File: src/rtl/bullet_slot_arbiter.sv
// Shares NUM_SLOTS bullet slots between two players: edge-detected fire requests,
// per-player cooldown and live-bullet cap. Define BULLET_ARB_AUTOFIRE_EN for hold-to-fire.
module bullet_slot_arbiter #(
  parameter int NUM_SLOTS      = 4,
  parameter int MAX_PER_PLAYER = 2,
  parameter int COOLDOWN_TICKS = 8
) (
  input  logic                         clk_i,
  input  logic                         reset_i,
  input  logic                         round_reset_i,
  input  logic                         tick_i,
  input  logic [1:0]                   shoot_req_i,
  input  logic [NUM_SLOTS-1:0]         slot_release_i,
  output logic [1:0]                   grant_o,
  output logic [$clog2(NUM_SLOTS)-1:0] grant_slot_o,
  output logic [NUM_SLOTS-1:0]         slot_busy_o,
  output logic [NUM_SLOTS-1:0]         slot_owner_o,
  output logic [1:0]                   cooldown_active_o
);

  // state      | meaning
  // ST_IDLE    | no request outstanding
  // ST_PENDING | fire edge seen, waiting for arbitration
  // ST_GRANT   | launch grant presented for one cycle
  localparam logic [1:0] ST_IDLE    = 2'd0;
  localparam logic [1:0] ST_PENDING = 2'd1;
  localparam logic [1:0] ST_GRANT   = 2'd2;

  localparam int SW = $clog2(NUM_SLOTS);
  localparam int CW = $clog2(COOLDOWN_TICKS + 2);
  localparam int LW = $clog2(NUM_SLOTS + 1);

  logic [1:0][1:0]    state, state_nxt;
  logic [1:0][CW-1:0] cooldown;
  logic [1:0]         shoot_q;
  logic               tick_q;
  logic               rr_ptr;
  logic [NUM_SLOTS-1:0] busy, owner;
  logic [SW-1:0]      grant_slot_q;

  logic [1:0]         req_edge, req_set, pending, eligible, cand, win;
  logic               tick_edge, free_any;
  logic [SW-1:0]      free_idx;
  logic [LW-1:0]      live0, live1;
  logic [NUM_SLOTS-1:0] grant_mask;

  assign req_edge  = shoot_req_i & ~shoot_q;
  assign tick_edge = tick_i & ~tick_q;
  assign free_any  = ~&busy;

`ifdef BULLET_ARB_AUTOFIRE_EN
  assign req_set[0] = req_edge[0] | (shoot_req_i[0] & (cooldown[0] == '0));
  assign req_set[1] = req_edge[1] | (shoot_req_i[1] & (cooldown[1] == '0));
`else
  assign req_set = req_edge;
`endif

  always_comb begin
    free_idx = '0;
    live0    = '0;
    live1    = '0;
    for (int i = NUM_SLOTS - 1; i >= 0; i--) begin
      if (!busy[i]) free_idx = SW'(i);
      live0 = live0 + LW'(busy[i] & ~owner[i]);
      live1 = live1 + LW'(busy[i] & owner[i]);
    end
  end

  always_comb begin
    pending[0]  = (state[0] == ST_PENDING);
    pending[1]  = (state[1] == ST_PENDING);
    eligible[0] = (cooldown[0] == '0) && (live0 < LW'(MAX_PER_PLAYER)) && free_any;
    eligible[1] = (cooldown[1] == '0) && (live1 < LW'(MAX_PER_PLAYER)) && free_any;
    cand        = pending & eligible;
    // Contested: rr_ptr names the winner; otherwise the lone candidate wins.
    if (cand == 2'b11) win = rr_ptr ? 2'b10 : 2'b01;
    else               win = cand;
    grant_mask = (win != 2'b00) ? (NUM_SLOTS'(1) << free_idx) : '0;
  end

  always_comb begin
    state_nxt = state;
    for (int p = 0; p < 2; p++) begin
      if (state[p] == ST_PENDING) begin
        if (win[p])       state_nxt[p] = ST_GRANT;
        else if (cand[p]) state_nxt[p] = ST_PENDING;
        else              state_nxt[p] = ST_IDLE;
      end else begin
        state_nxt[p] = req_set[p] ? ST_PENDING : ST_IDLE;
      end
    end
  end

  always_ff @(posedge clk_i or posedge reset_i) begin
    if (reset_i) begin
      state        <= '0;
      cooldown     <= '0;
      shoot_q      <= '0;
      tick_q       <= 1'b0;
      rr_ptr       <= 1'b0;
      busy         <= '0;
      owner        <= '0;
      grant_slot_q <= '0;
    end else if (round_reset_i) begin
      state        <= '0;
      cooldown     <= '0;
      shoot_q      <= '0;
      tick_q       <= 1'b0;
      rr_ptr       <= 1'b0;
      busy         <= '0;
      owner        <= '0;
      grant_slot_q <= '0;
    end else begin
      state   <= state_nxt;
      shoot_q <= shoot_req_i;
      tick_q  <= tick_i;
      if (cand == 2'b11) rr_ptr <= ~rr_ptr;
      // Released slots only become grantable from the next cycle's registered busy.
      busy <= (busy & ~slot_release_i) | grant_mask;
      if (win != 2'b00) owner[free_idx] <= win[1];
      grant_slot_q <= (win != 2'b00) ? free_idx : '0;
      for (int p = 0; p < 2; p++) begin
        if (win[p])
          cooldown[p] <= CW'(COOLDOWN_TICKS);
        else if (tick_edge && (cooldown[p] != '0))
          cooldown[p] <= cooldown[p] - CW'(1);
      end
    end
  end

  assign grant_o[0]           = (state[0] == ST_GRANT);
  assign grant_o[1]           = (state[1] == ST_GRANT);
  assign grant_slot_o         = grant_slot_q;
  assign slot_busy_o          = busy;
  assign slot_owner_o         = owner;
  assign cooldown_active_o[0] = (cooldown[0] != '0);
  assign cooldown_active_o[1] = (cooldown[1] != '0);

endmodule
File: config.mk
export PLATFORM = sky130hd
export DESIGN_NAME = bullet_slot_arbiter
export DESIGN_NICKNAME = d
export VERILOG_FILES = /design/src/rtl/bullet_slot_arbiter.sv
export SDC_FILE = /design/constraint.sdc
export NUM_CORES = 1
export LEC_CHECK = 0
export ABC_AREA = 1
export CORE_ASPECT_RATIO = 1.2
export CORE_MARGIN = 2
export CORE_UTILIZATION = 30
export DETAILED_ROUTE_END_ITERATION = 10
export PLACE_DENSITY_LB_ADDON = 0.2
export SLEW_MARGIN = 20
export SYNTH_ARGS = -nofsm -noshare
export SYNTH_HDL_FRONTEND = slang
export SYNTH_SLANG_ARGS = --single-unit
export TNS_END_PERCENT = 100
File: constraint.sdc
create_clock -name clk_i -period 1.7 [get_ports clk_i]
set_input_delay 0.17 -clock clk_i [delete_from_list [all_inputs] [get_ports clk_i]]
set_output_delay 0.17 -clock clk_i [all_outputs]
set_load 0.01 [all_outputs]
==> impl_metrics.env, run 1 <==
export IMPL_remaining_drc_errors=0
export IMPL_place_congestion=0.761
export IMPL_pwr_share_seq=0.335
export IMPL_worst_skew_pair_late_latency_ns=0.28
export IMPL_synth_cells=194
export IMPL_dp_hpwl_um=2550
export IMPL_core_area_mm2=0.00490
export IMPL_crit_path_cell_trace="inv_2 -> nor2_4 -> fa_2 -> nand2_1 -> nor2_1 -> nor2_2 -> nand2_4 -> o21ai_4 -> nor2_4 -> nand2_1 -> nand2_1"
export IMPL_power_leakage_nw=1.03
export IMPL_grt_met1_usage=0.178
export IMPL_finalClockSkew_ns=0.00139
export IMPL_detail_route_first_pass_iterations=4
export IMPL_yosysWarnings=0
export IMPL_drv_cap=0
export IMPL_initial_core_util=0.309
export IMPL_relative_max_transition_margin=0.736
export IMPL_antenna_found_initial=0
export IMPL_i_o_pin_cnt=24
export IMPL_finalMaxSlewViolations=0
export IMPL_dieArea_mm2=0.00563
export IMPL_synth_edff_count=0
export IMPL_drtAntennaViolNets=0
export IMPL_synthArstFlopShare=1.00
export IMPL_cts_max_path_buffers=2
export IMPL_syn2layout_area_growth_pct=37.6
export IMPL_antenna_cells=0
export IMPL_numPortBuffers=23
export IMPL_globalRouteOverflowTotal=0
export IMPL_dieWidth_um=68.9
export IMPL_critical_path_top_delay_family="simple AND/OR/NAND/NOR gates"
export IMPL_r2r_cells=11
export IMPL_clkPwrFrac=0.228
export IMPL_final_layout_size_suffix_gt1_frac=0.306
export IMPL_finalCriticalPeriod_ns=1.89
export IMPL_grt_busiest_layer="met2"
export IMPL_final_setup_tns_ns=-3.28
export IMPL_clock_transition_at_path_regs_ns=0.10
export IMPL_cpMaxStageDelayCell="sky130_fd_sc_hd__fa_2"
export IMPL_synth_main_ff_cell="sky130_fd_sc_hd__dfrtp_1"
export IMPL_comb_power_share=0.437
export IMPL_stdcell_count=292
export IMPL_post_place_cells=287
export IMPL_grt_max_degree=27
export IMPL_worst_hold_path_type="in -> async"
export IMPL_post_synthesis_cell_type_with_the_largest_combined_area="sky130_fd_sc_hd__dfrtp_1"
export IMPL_yosys_register_bits=26
export IMPL_worstMarginPinSlew_ns=0.396
export IMPL_wire_length_of_the_first_global_routing_pass_um=5710
export IMPL_mapped_area_mm2=0.00151
export IMPL_placement_setup_worst_slack_ns=-0.226
export IMPL_synth_seq_area_share=0.430
export IMPL_synth_top_area_frac=0.430
export IMPL_drt_initial_violations=17
export IMPL_swShare=0.383
export IMPL_dr_total_vias=1299
export IMPL_post_drt_wl_per_cell_um=11.6
export IMPL_met3_usage_in_global_routing=0.0192
export IMPL_max_freq_mhz=530
export IMPL_yosys_top_cells_area="sky130_fd_sc_hd__dfrtp_1 (43%), sky130_fd_sc_hd__nand2_1 (9.9%), sky130_fd_sc_hd__inv_1 (8.2%), sky130_fd_sc_hd__nor2_1 (6.2%), sky130_fd_sc_hd__nand3_1 (4.3%)"
export IMPL_endpoint_kind="flop"
export IMPL_number_of_global_route_vias_before_repair=1229
export IMPL_finalNetCount=247
export IMPL_h_tree_lvls=1
export IMPL_tritoncts_num_buffers=3
export IMPL_track_usage=0.138
export IMPL_post_route_worst_setup_slack_ns=-0.188
export IMPL_final_min_period_over_clock_period=1.11
export IMPL_criticalPathCategory="reg -> reg"
export IMPL_num_rows=28
export IMPL_numClockSinks=26
export IMPL_rsz_0062_raised_after_global_routing="yes"
export IMPL_tritoncts="yes"
export IMPL_groute_layer_met2_usage=0.228
export IMPL_yosysUniqueCellTypes=29
export IMPL_post_drt_via_cell_ratio=4.45
export IMPL_worstPathMaxFanout=4
export IMPL_peakVddDrop_v=0.000389
export IMPL_report_final_hold_viol_count=0
export IMPL_net_switching_power_mw=0.888
export IMPL_final_setup_fails=23
export IMPL_critical_path_arrival_ns=2.11
export IMPL_critical_path_startpoint_type="flop"
export IMPL_cell_at_the_root_of_the_clock_tree="sky130_fd_sc_hd__clkbuf_8"
export IMPL_power_density_mw_per_mm2=1110
export IMPL_syn_nets=208
export IMPL_synth_area_per_cell_um2=7.80
export IMPL_critical_path_required_ns=1.93
export IMPL_worst_path_largest_cell_delay_ns=0.57
export IMPL_dieHeight_um=81.8
export IMPL_worstReg2RegStart="slot_busy_o[2]"
export IMPL_r2r_end="slot_owner_o[2]"
export IMPL_cp_num_buf_inv=1
export IMPL_p_int_mw=1.43
export IMPL_reg2reg_slack_ns=-0.19
export IMPL_violations_in_the_final_reports="setup timing"
export IMPL_critPathMostFrequentCell="sky130_fd_sc_hd__nand2_1"
export IMPL_status="finished with violations"
export IMPL_fill_cells=512
export IMPL_postCtsHoldBufs=0
export IMPL_routed_wirelength_um=3380
export IMPL_crit_path_start="slot_busy_o[2]"
-- cell usage after synthesis, types with 3 or more instances --
cell / n
sky130_fd_sc_hd__a21oi_1: 10
sky130_fd_sc_hd__dfrtp_1: 26
sky130_fd_sc_hd__nor2_1: 25
sky130_fd_sc_hd__inv_2: 4
sky130_fd_sc_hd__xor2_1: 3
sky130_fd_sc_hd__nand2_1: 40
sky130_fd_sc_hd__nand2_2: 3
sky130_fd_sc_hd__o21ai_0: 4
sky130_fd_sc_hd__nand3_1: 13
sky130_fd_sc_hd__or2_2: 4
sky130_fd_sc_hd__inv_1: 33
sky130_fd_sc_hd__nor2_4: 4
sky130_fd_sc_hd__nor2_2: 4
-- through the flow --
stage	total power, mW	hold WS [ns]	util	area (um2)
3_3_place_gp	1.76	0.505	0.389	1910
6_report	2.32	0.246	0.425	2080
5_1_grt	2.53	0.299	0.425	2080
4_1_cts	2.31	0.259	0.413	2030
2_1_floorplan	1.46	0.210	-	1520
3_5_place_dp	1.77	0.504	0.389	1910
-- flip-flops by register name, summed over array words and instances (netlist names) --
name / count
tick_q: 1
grant_slot_o: 2
slot_owner_o: 4
cooldown: 8
shoot_q: 2
state: 4
slot_busy_o: 4
rr_ptr: 1
-- worst register-to-register path, stage by stage, from the launching register on --
cell and delay (ns):
sky130_fd_sc_hd__dfrtp_2 0.44, sky130_fd_sc_hd__inv_2 0.08, sky130_fd_sc_hd__nor2_4 0.05, sky130_fd_sc_hd__fa_2 0.57
sky130_fd_sc_hd__nand2_1 0.05, sky130_fd_sc_hd__nor2_1 0.10, sky130_fd_sc_hd__nor2_2 0.07, sky130_fd_sc_hd__nand2_4 0.11
sky130_fd_sc_hd__o21ai_4 0.08, sky130_fd_sc_hd__nor2_4 0.15, sky130_fd_sc_hd__nand2_1 0.07, sky130_fd_sc_hd__nand2_1 0.06
-- repair_timing --
action                                  CTS  global route
endpoints found under the setup margin   25            23
resized for setup                        15            16
endpoints found under the hold margin     0             0
setup buffers                             1             0
pin swaps                                 7             6
-- routing by layer --
layer | wire [um] | share of wire
met1 | 1510 | 0.45
met4 | 63 | 0.019
met2 | 1700 | 0.50
met3 | 109 | 0.032
met5 | 0 | 0
-- kinds of logic (layout without fill, tap and decap cells) --
logic type                 after synthesis  count (layout)  share of synthesized area
adders and majority gates                4               4                     0.0430
buffers and inverters                   41              79                      0.102
and+or+nand+nor                        101             101                      0.331
DFF                                     26              26                      0.430
AOI/OAI and AO/OA                       19              19                     0.0769
xor gates and xnor gates                 3               3                     0.0174
-- worst max-delay path by stage --
stage                 endpoint  cells after the start  slack [ns]
6_report       slot_owner_o[2]                     11       -0.19
5_1_grt            cooldown[0]                     10       -0.31
4_1_cts            cooldown[5]                     10       -0.18
3_5_place_dp          state[0]                     10       -0.23
3_3_place_gp       cooldown[7]                     11       -0.23
2_1_floorplan      cooldown[7]                     11       -0.09
-- power groups by stage --
stage / clock (mW) / sequential, mW / combinational [mW]
2_1_floorplan: 0 / 0.791 / 0.666
3_3_place_gp: 0 / 0.788 / 0.976
3_5_place_dp: 0 / 0.790 / 0.979
4_1_cts: 0.543 / 0.779 / 0.991
5_1_grt: 0.567 / 0.798 / 1.16
6_report: 0.529 / 0.779 / 1.01
-- cell usage in the layout, fill, tap and decap left out, types with 2 or more instances in the layout --
cell type	instances
sky130_fd_sc_hd__nand2_1	34
sky130_fd_sc_hd__inv_1	29
sky130_fd_sc_hd__dfrtp_1	24
sky130_fd_sc_hd__nor2_1	21
sky130_fd_sc_hd__clkdlybuf4s50_1	21
sky130_fd_sc_hd__buf_4	13
sky130_fd_sc_hd__nand3_1	12
sky130_fd_sc_hd__inv_2	8
sky130_fd_sc_hd__a21oi_2	8
sky130_fd_sc_hd__nor2_4	7
sky130_fd_sc_hd__nand2_2	7
sky130_fd_sc_hd__nor2_2	5
sky130_fd_sc_hd__nand2_4	4
sky130_fd_sc_hd__o21ai_0	4
sky130_fd_sc_hd__or2_2	4
sky130_fd_sc_hd__nand3_2	3
sky130_fd_sc_hd__xor2_1	3
sky130_fd_sc_hd__clkbuf_8	3
sky130_fd_sc_hd__clkinv_1	2
sky130_fd_sc_hd__o21ai_4	2
sky130_fd_sc_hd__a21oi_1	2
sky130_fd_sc_hd__ha_1	2
sky130_fd_sc_hd__dlygate4sd2_1	2
sky130_fd_sc_hd__dfrtp_2	2
-- cell type report --
class,instances,area [um2],share of cell area
Multi-Input combinational cell,127,812,0.390
Sequential cell,26,653,0.314
Timing Repair Buffer,36,325,0.156
Inverter,39,146,0.0703
Tap cell,60,75.1,0.0360
Clock buffer,3,41.3,0.0198
Clock inverter,1,30.0,0.0144
No activity file was read; power rests on OpenSTA's default activity.
==> run 2, diff against run 1 <==
Settings changed: SLEW_MARGIN 20 to 5.
==> results of run 2 <==
No change in the layout: final DEF, timing and power equal those of run 1.
==> run 3, diff against run 2 <==
Clock period 1.7 ns to 1.5 ns, I/O delays scaled along.
==> run 3 against run 2 <==
Compared with the run above: the flow still finishes with violations (setup timing); final area up 4.1%; global-route usage grew 0.18 points; flip-flop and latch count unchanged; worst setup slack got worse by 0.19 ns; via count rose by 2.8%; clock power grew 12%; first-iteration DRC count is 120% higher; critical path depth unchanged; sequential power grew 12%; critical path type unchanged; critical endpoint is now slot_owner_o[3]; highest routed layer unchanged.
==> impl_metrics.env, run 3 (synthesis gave the netlist of run 1 again) <==
export IMPL_status="finished with violations"
export IMPL_violations_in_the_final_reports="setup timing"
export IMPL_postCtsHoldBufs=0
export IMPL_grt_max_degree=27
export IMPL_dp_hpwl_um=2670
export IMPL_r2r_cells=11
export IMPL_rsz_0062_raised_after_global_routing="yes"
export IMPL_post_drt_wl_per_cell_um=11.6
export IMPL_r2r_end="slot_owner_o[3]"
export IMPL_final_area_mm2=0.00217
export IMPL_syn2layout_area_growth_pct=43.2
export IMPL_final_common_cell="sky130_fd_sc_hd__nand2_1"
export IMPL_wire_length_of_the_first_global_routing_pass_um=5750
export IMPL_dieHeight_um=81.8
export IMPL_num_rows=28
export IMPL_final_min_period_over_clock_period=1.25
export IMPL_criticalPathCategory="reg -> reg"
export IMPL_antenna_found_initial=0
export IMPL_crit_path_start="slot_owner_o[2]"
export IMPL_power_density_mw_per_mm2=1250
export IMPL_critical_path_startpoint_type="flop"
export IMPL_commonest_cells_after_routing_fill_and_taps_aside="sky130_fd_sc_hd__nand2_1 (32), sky130_fd_sc_hd__inv_1 (28), sky130_fd_sc_hd__dfrtp_1 (23), sky130_fd_sc_hd__buf_4 (23), sky130_fd_sc_hd__nor2_1 (20)"
export IMPL_finalClockSkew_ns=0.0105
export IMPL_globalRouteOverflowTotal=0
export IMPL_post_route_worst_setup_slack_ns=-0.378
export IMPL_detail_route_first_pass_iterations=4
export IMPL_h_tree_lvls=1
export IMPL_cell_at_the_root_of_the_clock_tree="sky130_fd_sc_hd__clkbuf_8"
export IMPL_drtAntennaViolNets=0
export IMPL_endpoint_kind="flop"
export IMPL_fill_cells=517
export IMPL_i_o_pin_cnt=24
export IMPL_antenna_cells=0
export IMPL_final_layout_size_suffix_gt1_frac=0.364
export IMPL_relative_max_transition_margin=0.771
export IMPL_core_area_mm2=0.00490
export IMPL_worstPathMaxFanout=5
export IMPL_crit_path_cell_trace="nand2_1 -> inv_2 -> fa_1 -> nand3_2 -> inv_2 -> nor2_4 -> nand3_4 -> nand2_4 -> nand2_2 -> nand3_1 -> nand2_1"
export IMPL_critical_path_required_ns=1.67
export IMPL_drv_cap=0
export IMPL_hold_slack_ns=0.221
export IMPL_numPortBuffers=23
export IMPL_registers_top_by_ff_count="cooldown"
export IMPL_clock_transition_at_path_regs_ns=0.10
export IMPL_critical_path_top_delay_family="simple AND/OR/NAND/NOR gates"
export IMPL_worstReg2RegStart="slot_owner_o[2]"
export IMPL_post_drt_via_cell_ratio=4.42
export IMPL_power_leakage_nw=1.13
export IMPL_largest_register_ff_count=8
export IMPL_tritoncts_num_buffers=3
export IMPL_dieArea_mm2=0.00563
export IMPL_remaining_drc_errors=0
export IMPL_drt_initial_violations=37
export IMPL_worst_skew_pair_late_latency_ns=0.28
export IMPL_tritoncts="yes"
export IMPL_worst_path_largest_cell_delay_ns=0.46
export IMPL_finalCriticalPeriod_ns=1.88
export IMPL_final_setup_fails=23
export IMPL_initial_core_util=0.309
export IMPL_post_dp_cell_area_mm2=0.00196
export IMPL_reg2reg_slack_ns=-0.38
export IMPL_numClockSinks=26
export IMPL_fin_util=0.442
export IMPL_worstMarginPinSlew_ns=0.343
export IMPL_track_usage=0.140
export IMPL_number_of_global_route_vias_before_repair=1284
export IMPL_dr_total_vias=1336
export IMPL_cp_num_buf_inv=2
export IMPL_cpMaxStageDelayCell="sky130_fd_sc_hd__fa_1"
export IMPL_max_freq_mhz=532
export IMPL_cts_max_path_buffers=2
export IMPL_report_final_hold_viol_count=0
export IMPL_place_congestion=0.772
export IMPL_finalNetCount=257
export IMPL_critical_path_arrival_ns=2.05
export IMPL_routed_wirelength_um=3490
export IMPL_post_layout_total_power_mw=2.70
export IMPL_worst_hold_path_type="in -> async"
export IMPL_peakVddDrop_v=0.000482
export IMPL_dieWidth_um=68.9
export IMPL_finalMaxSlewViolations=0
[run 3: how the worst max path moves through the flow]
stage | to | slack (ns) | cells past startpoint
4_1_cts | cooldown[6] | -0.38 | 10
3_5_place_dp | cooldown[6] | -0.41 | 10
5_1_grt | slot_owner_o[0] | -0.50 | 11
6_report | slot_owner_o[3] | -0.38 | 11
3_3_place_gp | cooldown[7] | -0.42 | 11
2_1_floorplan | cooldown[7] | -0.29 | 11
[run 3: layout make-up]
type                       count  area [um2]  share of cell area
timing repair buffer          46         395               0.182
tap                           60        75.1              0.0346
inverter                      39         146              0.0675
multi-input combinational    127         826               0.381
clock inverter                 1        30.0              0.0138
sequential                    26         654               0.302
clock buffer                   3        41.3              0.0190
[run 3: tightest hold or removal path: cells and delay by family]
family                 cells  cell delay [ns]
buffers and inverters      3             0.76
[run 3: repair_timing]
action                     in CTS  in global routing
gates resized for setup        28                 20
setup endpoints to repair      29                 27
setup buffers                   2                  2
pin swaps                       6                  9
[run 3: per-stage QoR]
| stage | cells | worst slack, ns | TNS (ns) |
|---|---|---|---|
| final | 302 | -0.378 | -7.73 |
| after global routing | 302 | -0.500 | -10.41 |
| after CTS | 300 | -0.379 | -7.73 |
| after detailed placement | 294 | -0.412 | -8.07 |
| after global placement | 294 | -0.415 | -7.93 |
| after floorplan | 194 | -0.288 | -5.34 |
[run 3: routing by layer]
| metal | GRT usage | up-vias | wire length, um |
|---|---|---|---|
| met4 | 0.0588 | 0 | 55 |
| met3 | 0.0192 | 4 | 103 |
| met1 | 0.179 | 627 | 1590 |
| met5 | 0 | - | 0 |
| met2 | 0.233 | 20 | 1740 |
| li1 | - | 685 | - |
[run 3: power breakdown]
group	leakage [nW]	switching [mW]	internal (mW)
clock network	0.0357	0.233	0.358
registers	0.348	0.0696	0.806
logic	0.751	0.731	0.506
==> RTL edit, RTL diff (flow settings as in run 1) <==
`NUM_SLOTS`: 4 -> 16.
--- a/src/rtl/bullet_slot_arbiter.sv
+++ b/src/rtl/bullet_slot_arbiter.sv
@@ -2,5 +2,5 @@
 // per-player cooldown and live-bullet cap. Define BULLET_ARB_AUTOFIRE_EN for hold-to-fire.
 module bullet_slot_arbiter #(
-  parameter int NUM_SLOTS      = 4,
+  parameter int NUM_SLOTS      = 16,
   parameter int MAX_PER_PLAYER = 2,
   parameter int COOLDOWN_TICKS = 8
Interface: changed (resized grant_slot_o, slot_busy_o, slot_owner_o and slot_release_i); port bits go from 24 to 62. The function was not compared with the original's and may differ.
==> RTL edit against run 1 <==
The run still ends with negative setup slack left. Cell area grew to 2.7 times the old value. Worst setup slack lost 2.9 ns. Synthesized area grew 130%. Power increased by 110%. Count of clock-buffer cells in the layout increased by 4. Sequential cell count increased by 26. Sequential share of layout area fell by 8.4 points. Wire length grew to 3.2 times the old value. Highest routed layer unchanged.
==> RTL edit: results (changes against run 1) <==
- Status: finished with violations
- Failing checks: negative setup slack
- Critical R2R Launch: slot_owner_o[12]$_DFFE_PP0P_
- Placed Instances: 750 (+160%)
- Largest net degree at the start of global routing: 53 (+96%)
- Setup Skew: 0.004963 ns (+0.003575 ns)
- Layout cell share with drive strength beyond 1: 35.70% (+5.1 points)
- Distinct cell type count after synthesis: 34 (+17%)
- Met1 GRT Util: 23.53% (+5.7 points)
- TritonCTS Buffers: 5 (+2)
- Placement Cell Area: 4997 µm² (+160%)
- Met2 Usage GRT: 32.18% (+9.4 points)
- Die area: 12,690 µm² (+130%)
- Setup-failing EPs final: 49 (+110%)
- Layout fillers: 1,122 (+120%)
- Arrival @ worst endpoint: 4.97 ns (+2.86 ns)
- Non-CTS inverters: 97 (+150%)
- Sequential share of the synthesized area: 36.75% (-6.2 points)
- Port-buffer cells: 61 (+170%)
- M3 GR Usage: 2.940% (+1.0 points)
- Worst-margin pin slew: 0.4562 ns (+0.05988 ns)
- Footprint of the multi-input gates: 2142 µm² (+160%)
- Dpl hpwl: 8318 µm (+230%)
- LEAKAGE: 2.753 nW (+170%)
- Count of non-CTS buffers in the layout: 168 (+370%)
- Tot GR Track Use: 18.63% (+4.8 points)
- Post-synth top cells: nand2_1 (90), inv_1 (83), nor2_1 (66)
- R2R Path End: slot_owner_o[4]$_DFFE_PP0P_
- Synth Instances: 454 (+130%)
- Finished Cell Area: 5678 µm² (+170%)
- Setup Total Neg Slack: -147.27 ns (-143.99 ns)
- Vias in the first global route: 3,676 (+200%)
- Slowest CP cell: fa_1
- Gp weighted congestion: 0.8930 (+17%)
- Worst-path maximum fanout: 6 (+2)
- Post-CTS setup buffers: 20 (+19)
- Worst VDD drop: 451.0 µV (+16%)
- First-pass GRT wire length: 17,840 µm (+210%)
- Worst setup path endpoint: slot_owner_o[4]$_DFFE_PP0P_
- Place WS: -3.150 ns (-2.924 ns)
- Nets: 671 (+170%)
- Clock network area share: 2.688% (-0.74 points)
- Clock buf count: 7 (+4)
- Met2 wire length: 5629 µm (+230%)
- Dominant cells by area after synthesis: dfrtp_1 (37%), fa_1 (11%), nand2_1 (9.5%)
- Max H-tree Level: 2 (+1)
- Vias per cell: 4.501 (+1.2%)
- CTS root buffer: clkbuf_16
- PnR worst setup slack: -3.088 ns (-2.900 ns)
- Register area: 1301 µm² (+99%)
- FF+latch count: 52 (+100%)
- Drt wl/cell: 14.11 µm (+22%)
- Multi-In Gates: 295 (+130%)
==> RTL edit: cell types whose count changed after synthesis, moves of 9 or more <==
| cell | run 1 | this run |
|---|---|---|
| inv_1 | 33 | 83 |
| nand2_1 | 40 | 90 |
| nor2_1 | 25 | 66 |
| dfrtp_1 | 26 | 52 |
| fa_1 | 2 | 20 |
| nand4_1 | 1 | 19 |
| a21oi_1 | 10 | 19 |
| inv_2 | 4 | 13 |
==> RTL edit: cell families (layout without fill, tap and decap cells) <==
group                      Yosys count  in the layout  synth area share [%]
and+or+nand+nor                    226            226                 29.65
AOI/OAI and AO/OA                   39             39                 6.679
DFF                                 52             52                 36.75
buffers and inverters              107            272                 12.08
adders and majority gates           30             30                 14.84
==> RTL edit: where the power goes <==
group	total, mW	internal [mW]	switching, mW
combinational	2.44	1.29	1.16
clock	1.07	0.619	0.449
sequential	1.42	1.34	0.0830
total	4.93	3.25	1.69
